### config.mk
export PLATFORM = sky130hd
export DESIGN_NAME = calc_sequencer
export DESIGN_NICKNAME = d
export VERILOG_FILES = /design/src/rtl/calc_pkg.sv /design/src/rtl/seq_muldiv.sv /design/src/rtl/calc_sequencer.sv
export SDC_FILE = /design/constraint.sdc
export NUM_CORES = 1
export LEC_CHECK = 0
export CORE_MARGIN = 2
export CORE_UTILIZATION = 55
export CTS_CLUSTER_SIZE = 20
export DETAILED_ROUTE_END_ITERATION = 10
export PLACE_DENSITY = 0.74
export REMOVE_ABC_BUFFERS = 1
export SYNTH_ARGS = -nofsm -noshare
export SYNTH_HDL_FRONTEND = slang
export SYNTH_SLANG_ARGS = --single-unit
### constraint.sdc
create_clock -name clk -period 5.85 [get_ports clk]
set_input_delay 1.17 -clock clk [delete_from_list [all_inputs] [get_ports clk]]
set_output_delay 1.17 -clock clk [all_outputs]
set_load 0.01 [all_outputs]
### src/rtl/calc_pkg.sv
// ---------------------------------------------------------------------------
// calc_pkg
// Shared definitions for the calculator sequencer: operator encodings, the
// sequencer state enum, datapath sizing and a signed-to-magnitude helper.
// ---------------------------------------------------------------------------
package calc_pkg;

   // Width of the iterative mul/div magnitude datapath (999999 < 2^20).
   localparam int MAG_W   = 20;
   // Largest displayable result magnitude (6 BCD digits).
   localparam int MAX_MAG = 999999;

   typedef enum logic [1:0] {
      OP_ADD = 2'd0,
      OP_SUB = 2'd1,
      OP_MUL = 2'd2,
      OP_DIV = 2'd3
   } op_e;

   typedef enum logic [2:0] {
      S_A,
      S_B,
      S_EXEC,
      S_RES,
      S_ERR
   } state_e;

   typedef struct packed {
      logic             neg;
      logic [MAG_W-1:0] mag;
   } smag_t;

   // Splits a two's-complement value into sign and magnitude. The magnitude
   // saturates at MAG_W bits so the mul/div datapath is defined for any input.
   function automatic smag_t to_smag(input logic [31:0] v);
      smag_t       r;
      logic [31:0] abs_v;
      abs_v = v[31] ? (~v + 32'd1) : v;
      r.neg = v[31];
      if (abs_v > 32'((1 << MAG_W) - 1)) begin
         r.mag = '1;
      end else begin
         r.mag = abs_v[MAG_W-1:0];
      end
      return r;
   endfunction

endpackage

### src/rtl/seq_muldiv.sv
// ---------------------------------------------------------------------------
// seq_muldiv
// Iterative unsigned multiplier / restoring divider, one bit per cycle.
//   clk      : system clock
//   reset_i  : synchronous active-high reset (also used to abort a run)
//   start_i  : load operands and begin; iterations follow on the next W edges
//   mode_i   : 0 = multiply (LSB first), 1 = divide (MSB first)
//   a_mag_i  : multiplier / dividend magnitude
//   b_mag_i  : multiplicand / divisor magnitude
//   res_o    : 2*W-bit product, or zero-extended quotient
//   done_o   : one-cycle pulse once the W-th iteration has been written
// ---------------------------------------------------------------------------
module seq_muldiv
   import calc_pkg::*;
#(
   parameter int W = MAG_W
) (
   input  logic           clk,
   input  logic           reset_i,
   input  logic           start_i,
   input  logic           mode_i,
   input  logic [W-1:0]   a_mag_i,
   input  logic [W-1:0]   b_mag_i,
   output logic [2*W-1:0] res_o,
   output logic           done_o
);

   localparam int CNT_W = $clog2(W);

   // hi_q/lo_q are {partial product, multiplier} for mul and
   // {remainder, dividend/quotient} for div; op_q is multiplicand or divisor.
   logic [W-1:0]     hi_q, lo_q, op_q;
   logic             mode_q, run_q, done_q;
   logic [CNT_W-1:0] cnt_q;

   logic [W:0]       mul_sum;
   logic [W:0]       div_shift;
   logic             div_ge;
   logic [W-1:0]     div_diff;

   // NOTE: every variable gets a value on every pass through always_comb;
   // a path that leaves one unassigned would infer a latch.
   always_comb begin
      mul_sum   = {1'b0, hi_q} + (lo_q[0] ? {1'b0, op_q} : '0);
      div_shift = {hi_q, lo_q[W-1]};
      div_ge    = div_shift >= {1'b0, op_q};
      // When div_ge holds the difference is below the divisor, so the low
      // W bits of the subtraction are exact.
      div_diff  = div_shift[W-1:0] - op_q;
   end

   // NOTE: sequential state uses non-blocking assignments so every register
   // samples values from before the edge, independent of statement order.
   always_ff @(posedge clk) begin
      if (reset_i) begin
         run_q  <= 1'b0;
         done_q <= 1'b0;
         mode_q <= 1'b0;
         cnt_q  <= '0;
      end else begin
         done_q <= 1'b0;
         if (start_i) begin
            run_q  <= 1'b1;
            mode_q <= mode_i;
            cnt_q  <= '0;
         end else if (run_q) begin
            cnt_q <= cnt_q + 1'b1;
            if (cnt_q == CNT_W'(W - 1)) begin
               run_q  <= 1'b0;
               done_q <= 1'b1;
            end
         end
      end
   end

   // NOTE: the datapath registers carry no reset; they are fully reloaded on
   // start and are only observed through done_o, which is reset.
   always_ff @(posedge clk) begin
      if (start_i) begin
         hi_q <= '0;
         lo_q <= a_mag_i;
         op_q <= b_mag_i;
      end else if (run_q) begin
         if (!mode_q) begin
            hi_q <= mul_sum[W:1];
            lo_q <= {mul_sum[0], lo_q[W-1:1]};
         end else if (div_ge) begin
            hi_q <= div_diff;
            lo_q <= {lo_q[W-2:0], 1'b1};
         end else begin
            hi_q <= div_shift[W-1:0];
            lo_q <= {lo_q[W-2:0], 1'b0};
         end
      end
   end

   assign res_o  = mode_q ? {{W{1'b0}}, lo_q} : {hi_q, lo_q};
   assign done_o = done_q;

endmodule

### src/rtl/calc_sequencer.sv
// ---------------------------------------------------------------------------
// calc_sequencer
// Operator/equals sequencer for the calculator: captures A on an operator
// key and B on equals, executes add/sub (one cycle) or mul/div (MAG_W cycles
// via seq_muldiv) and reports a signed, range-checked result.
//   clk, reset         : clock, synchronous active-high reset
//   operand            : two's-complement value of the current entry
//   op_key, op_code    : operator key pulse and operator (add/sub/mul/div)
//   eq_key, clear      : equals key pulse, calculator clear pulse
//   result             : signed result, held until next result or clear
//   result_valid, busy : result displayable / executing
//   ovf, div0          : sticky overflow / divide-by-zero flags
//   entry_clr          : one-cycle pulse clearing the input digit registers
// ---------------------------------------------------------------------------
module calc_sequencer
   import calc_pkg::*;
(
   input  logic        clk,
   input  logic        reset,
   input  logic [31:0] operand,
   input  logic        op_key,
   input  logic [1:0]  op_code,
   input  logic        eq_key,
   input  logic        clear,
   output logic [31:0] result,
   output logic        result_valid,
   output logic        busy,
   output logic        ovf,
   output logic        div0,
   output logic        entry_clr
);

   localparam int FIN_W = 2 * MAG_W;

   state_e             state_q;
   op_e                opc_q;
   logic [31:0]        a_q, b_q, result_q;
   logic               valid_q, busy_q, ovf_q, div0_q, entry_clr_q;
   logic               phase_q, res_neg_q;
   logic signed [32:0] as_q;

   smag_t              a_sm, op_sm;
   logic               is_muldiv, md_start, md_done;
   logic [FIN_W-1:0]   md_res;
   logic [32:0]        as_abs;
   logic [FIN_W-1:0]   fin_mag;
   logic               fin_neg, fin_ovf;
   logic [31:0]        fin_val;

   assign a_sm      = to_smag(a_q);
   assign op_sm     = to_smag(operand);
   assign is_muldiv = (opc_q == OP_MUL) || (opc_q == OP_DIV);
   // A divide by zero never starts the iterator; the FSM flags it instead.
   assign md_start  = (state_q == S_B) && eq_key && !reset && !clear && is_muldiv
                      && !((opc_q == OP_DIV) && (operand == 32'd0));

   seq_muldiv #(.W(MAG_W)) u_muldiv (
      .clk     (clk),
      .reset_i (reset | clear),
      .start_i (md_start),
      .mode_i  (opc_q == OP_DIV),
      .a_mag_i (a_sm.mag),
      .b_mag_i (op_sm.mag),
      .res_o   (md_res),
      .done_o  (md_done)
   );

   always_comb begin
      as_abs = as_q[32] ? (~as_q + 1'b1) : as_q;
      if (is_muldiv) begin
         fin_mag = md_res;
         fin_neg = res_neg_q;
      end else begin
         fin_mag = FIN_W'(as_abs);
         fin_neg = as_q[32];
      end
      fin_ovf = fin_mag > FIN_W'(MAX_MAG);
      // Negating a zero magnitude yields zero, so -0 cannot appear.
      fin_val = fin_neg ? (32'd0 - fin_mag[31:0]) : fin_mag[31:0];
   end

   always_ff @(posedge clk) begin
      if (reset || clear) begin
         state_q     <= S_A;
         opc_q       <= OP_ADD;
         a_q         <= '0;
         b_q         <= '0;
         result_q    <= '0;
         valid_q     <= 1'b0;
         busy_q      <= 1'b0;
         ovf_q       <= 1'b0;
         div0_q      <= 1'b0;
         phase_q     <= 1'b0;
         res_neg_q   <= 1'b0;
         as_q        <= '0;
         // Only a clear (not a reset) tells the input unit to drop its digits.
         entry_clr_q <= !reset;
      end else begin
         entry_clr_q <= 1'b0;
         unique case (state_q)
            S_A: begin
               if (op_key) begin
                  a_q         <= operand;
                  opc_q       <= op_e'(op_code);
                  entry_clr_q <= 1'b1;
                  state_q     <= S_B;
               end
            end
            S_B: begin
               // Equals wins over a simultaneous operator key.
               if (eq_key) begin
                  b_q       <= operand;
                  res_neg_q <= a_sm.neg ^ op_sm.neg;
                  phase_q   <= 1'b0;
                  busy_q    <= 1'b1;
                  valid_q   <= 1'b0;
                  state_q   <= S_EXEC;
               end else if (op_key) begin
                  opc_q <= op_e'(op_code);
               end
            end
            S_EXEC: begin
               if ((opc_q == OP_DIV) && (b_q == 32'd0)) begin
                  div0_q  <= 1'b1;
                  busy_q  <= 1'b0;
                  state_q <= S_ERR;
               end else if (!is_muldiv && !phase_q) begin
                  as_q    <= (opc_q == OP_ADD)
                             ? $signed({a_q[31], a_q}) + $signed({b_q[31], b_q})
                             : $signed({a_q[31], a_q}) - $signed({b_q[31], b_q});
                  phase_q <= 1'b1;
               end else if (!is_muldiv || md_done) begin
                  busy_q <= 1'b0;
                  if (fin_ovf) begin
                     ovf_q    <= 1'b1;
                     result_q <= '0;
                     valid_q  <= 1'b0;
                     state_q  <= S_ERR;
                  end else begin
                     result_q <= fin_val;
                     valid_q  <= 1'b1;
                     state_q  <= S_RES;
                  end
               end
            end
            S_RES: begin
               if (op_key) begin
                  a_q         <= result_q;
                  opc_q       <= op_e'(op_code);
                  entry_clr_q <= 1'b1;
                  valid_q     <= 1'b0;
                  state_q     <= S_B;
               end
            end
            S_ERR: begin
               // Parked until clear or reset; flags hold.
            end
            default: state_q <= S_A;
         endcase
      end
   end

   assign result       = result_q;
   assign result_valid = valid_q;
   assign busy         = busy_q;
   assign ovf          = ovf_q;
   assign div0         = div0_q;
   assign entry_clr    = entry_clr_q;

endmodule

==> run_results.csv <==
group,metric,value,unit
global_route,grt_max_degree,70,
synthesis,synth_edf_count,40,
placed_design,port_buffers,75,
synthesis,synth_top_area_share,21.34,%
clock_tree,postCtsHoldBufs,0,
synthesis,seq_area_frac_synth,28.92,%
synthesis,synth-seq-cells,209,
placed_design,routabilityCongestion,0.9506,
finish,diodes,0,
die,initial_core_util,55.53,%
setup_path,cp_num_buf_inv,0,
clock_tree,cts_sinks,209,
timing,fmax,0.2219,GHz
power,p_leak,0.007153,uW
clock_tree,cts.repair.resized,0,
synthesis,syn_inst,2002,
timing,fin_crit,4507,ps
die,fp.dieArea,0.03020,sq mm
run,maxCapViolCount,0,
die,die_x,173.8,um
global_route,grt_pass1_vias,14030,
placed_design,dpl.hpwl,37350,um
drt,via_per_inst,6.407,
synthesis,synth_area_leaders,"dfxtp_1 21%, edfxtp_1 7.6%, ha_1 6.2%",
drt,wirelength,49830,um
finish,nNetsFinal,2142,
setup_path,crit_family,"compound AO/OA/AOI/OAI gates",
timing,fin_crit_sh,77.05,%
die,die_h,173.8,um
setup_path,arrival,4920,ps
drt,drt_iter0_markers,1517,
setup_path,worstPathRequired,6270,ps
drt,route.detailed.drc,0,
clock_tree,insertion_delay,530,ps
synthesis,synth.most_common_cell,"nand2_1",
global_route,antenna_found_initial,0,
global_route,grt_pass1_wl,77420,um
clock_tree,clk_pin_slew,70,ps
synthesis,yosys_warnings,0,
timing,fin_skew,14.92,ps
setup_path,crit_path_end_kind,"register",
finish,synthToLayoutAreaGrowth,11.44,%
drt,first_pass_iters,6,
global_route,grt_usage,31.85,%
setup_path,cp_cell_sequence,"or4_1, nor3_1, nand2_1, nor2_1, nand2_1, o21ai_0, xnor2_1, ha_1, nand2_1, o21bai_1, o21ai_0, a41o_1, a22oi_1, a311oi_1, a221oi_1, o311ai_0",
setup_path,path_max_fanout,6,
finish,fin_area,0.01767,sq mm
timing,drv_slew,0,
timing,setup_viol,0,
global_route,overflow,0,
clock_tree,cts_root_buffer,"clkbuf_16",
synthesis,avgSynthCellArea,7.918,sq um
die,core,0.02855,sq mm
hold_path,hold_class,"reg2reg",
power,p_per_area,203.6,mW/mm^2
clock_tree,htreeDepth,1,
clock_tree,cts_setup_buffers,0,
setup_path,cp_common_cell,"nand2_1",
timing,relSlewSlack,34.67,%
timing,worstMarginPinSlew,971.0,ps
setup_path,reg2reg_depth,16,
synthesis,syn_area,0.01585,sq mm
synthesis,synthFlopType,"dfxtp_1",
power,ir_drop,0.2216,mV
clock_tree,cts_tree,"done",
clock_tree,cts_buffers,25,
clock_tree,clockBufferDepth,3,
timing,setup_tns,0,ps
synthesis,synthArstFlopShare,0,%
finish,drive_gt1_share,5.542,%
setup_path,cpPeakStageDelay,550,ps
run_status,status,"completed",
setup_path,worstSetupPathType,"reg2reg",
setup_path,crit_cells,16,
setup_path,crit_slowest_cell,"or4_1",
drt,vias,15520,
timing,rsz0062_at_grt,"false",
die,num_io_pins,76,
placed_design,postPlaceCellArea,0.01687,sq mm
synthesis,synth_commonest_cells,"235 x nand2_1, 193 x a21oi_1, 169 x dfxtp_1",
die,rows,62,
drt,avgRoutedWirePerCell,20.56,um
drt,final_antenna_net_count,0,
timing,hold_violations,0,
hold_path,whs_path_depth,2,
synthesis,synth_cell_types,87,
setup_path,start_kind,"register",
synthesis,yosys.area.top_type,"dfxtp_1",
==> state kept, by name, indices dropped and copies added, names as in the netlist, 2 cells and up <==
register,flops
as_q,33
a_q,32
b_q,32
result,32
u_muldiv.hi_q,20
u_muldiv.lo_q,20
u_muldiv.op_q,20
u_muldiv.cnt_q,5
state_q,3
opc_q,2
==> cell type report <==
cell class                      instances  area [sq um]
Inverter                               66         247.7
Multi-Input combinational cell       1615         10590
Timing Repair Buffer                  104         968.4
Sequential cell                       209          4587
Clock inverter                         11         115.1
Tap cell                              384         480.5
Clock buffer                           34         679.4
Fill cell                            2605         10880
==> cells in the final DEF (no fill, tap or decap), types with 33 or more instances in the layout <==
cell type        synthesis  routed
a211oi_1                68      68
a21o_1                  40      40
a21oi_1                193     193
clkdlybuf4s50_1          0      75
dfxtp_1                169     167
edfxtp_1                40      40
ha_1                    79      79
inv_1                   65      65
mux2i_1                 57      57
nand2_1                235     234
nand3_1                 33      33
nor2_1                 154     152
nor3_1                  70      69
o21ai_0                 76      76
xnor2_1                 63      63
xor2_1                  88      88
==> power by group <==
group	switching (uW)	internal [uW]
logic	329	205
registers	41.7	1490
clock network	634	902
total	1010	2590
==> worst register-to-register path: cells and delay by family (launching register included) <==
family | cells | cell delay (ps)
compound gates | 8 | 1910
xor+xnor | 1 | 100
fa+ha+maj | 1 | 400
flops | 1 | 340
simple gates | 6 | 1660
==> per-layer routing <==
metal / global-route usage [%] / wire [um] / part of all wire, %
met2: 50.78 / 22260 / 45
met1: 45.05 / 21590 / 43
met3: 3.202 / 4262 / 8.6
met5: 0 / 0 / 0
met4: 10.99 / 1716 / 3.4
==> cell families (layout without fill, tap and decap cells) <==
kind of cell               Yosys count  count (layout)  synth area share, %
AOI/OAI and AO/OA                  579             579                24.40
xor gates and xnor gates           151             151                8.343
adders and majority gates           82              82                6.614
buffers and inverters              178             215                4.396
DFF                                209             209                28.92
muxes                               69              69                4.451
and+or+nand+nor                    734             734                22.87
==> worst paths after layout <==
kind           from       end  slack (ps)
max          b_q[6]  as_q[31]        1340
min            div0      div0         470
max reg2reg  b_q[6]  as_q[31]        1340
min reg2reg    div0      div0         470
==> stage by stage <==
stage          utilization, %  worst slack [ps]  total power [uW]  hold WS [ps]  cells
6_report                61.89              1343              3598         473.4   2423
5_1_grt                 61.89             920.9              3720         496.7   2423
4_1_cts                 61.89              1368              3604         478.3   2423
3_5_place_dp            59.10             897.9              2077         464.7   2378
3_3_place_gp            59.10              1033              2071         455.5   2378
2_1_floorplan               -             536.0              1894         443.8   1890
Note: power is estimated with default switching activity, not from simulation.
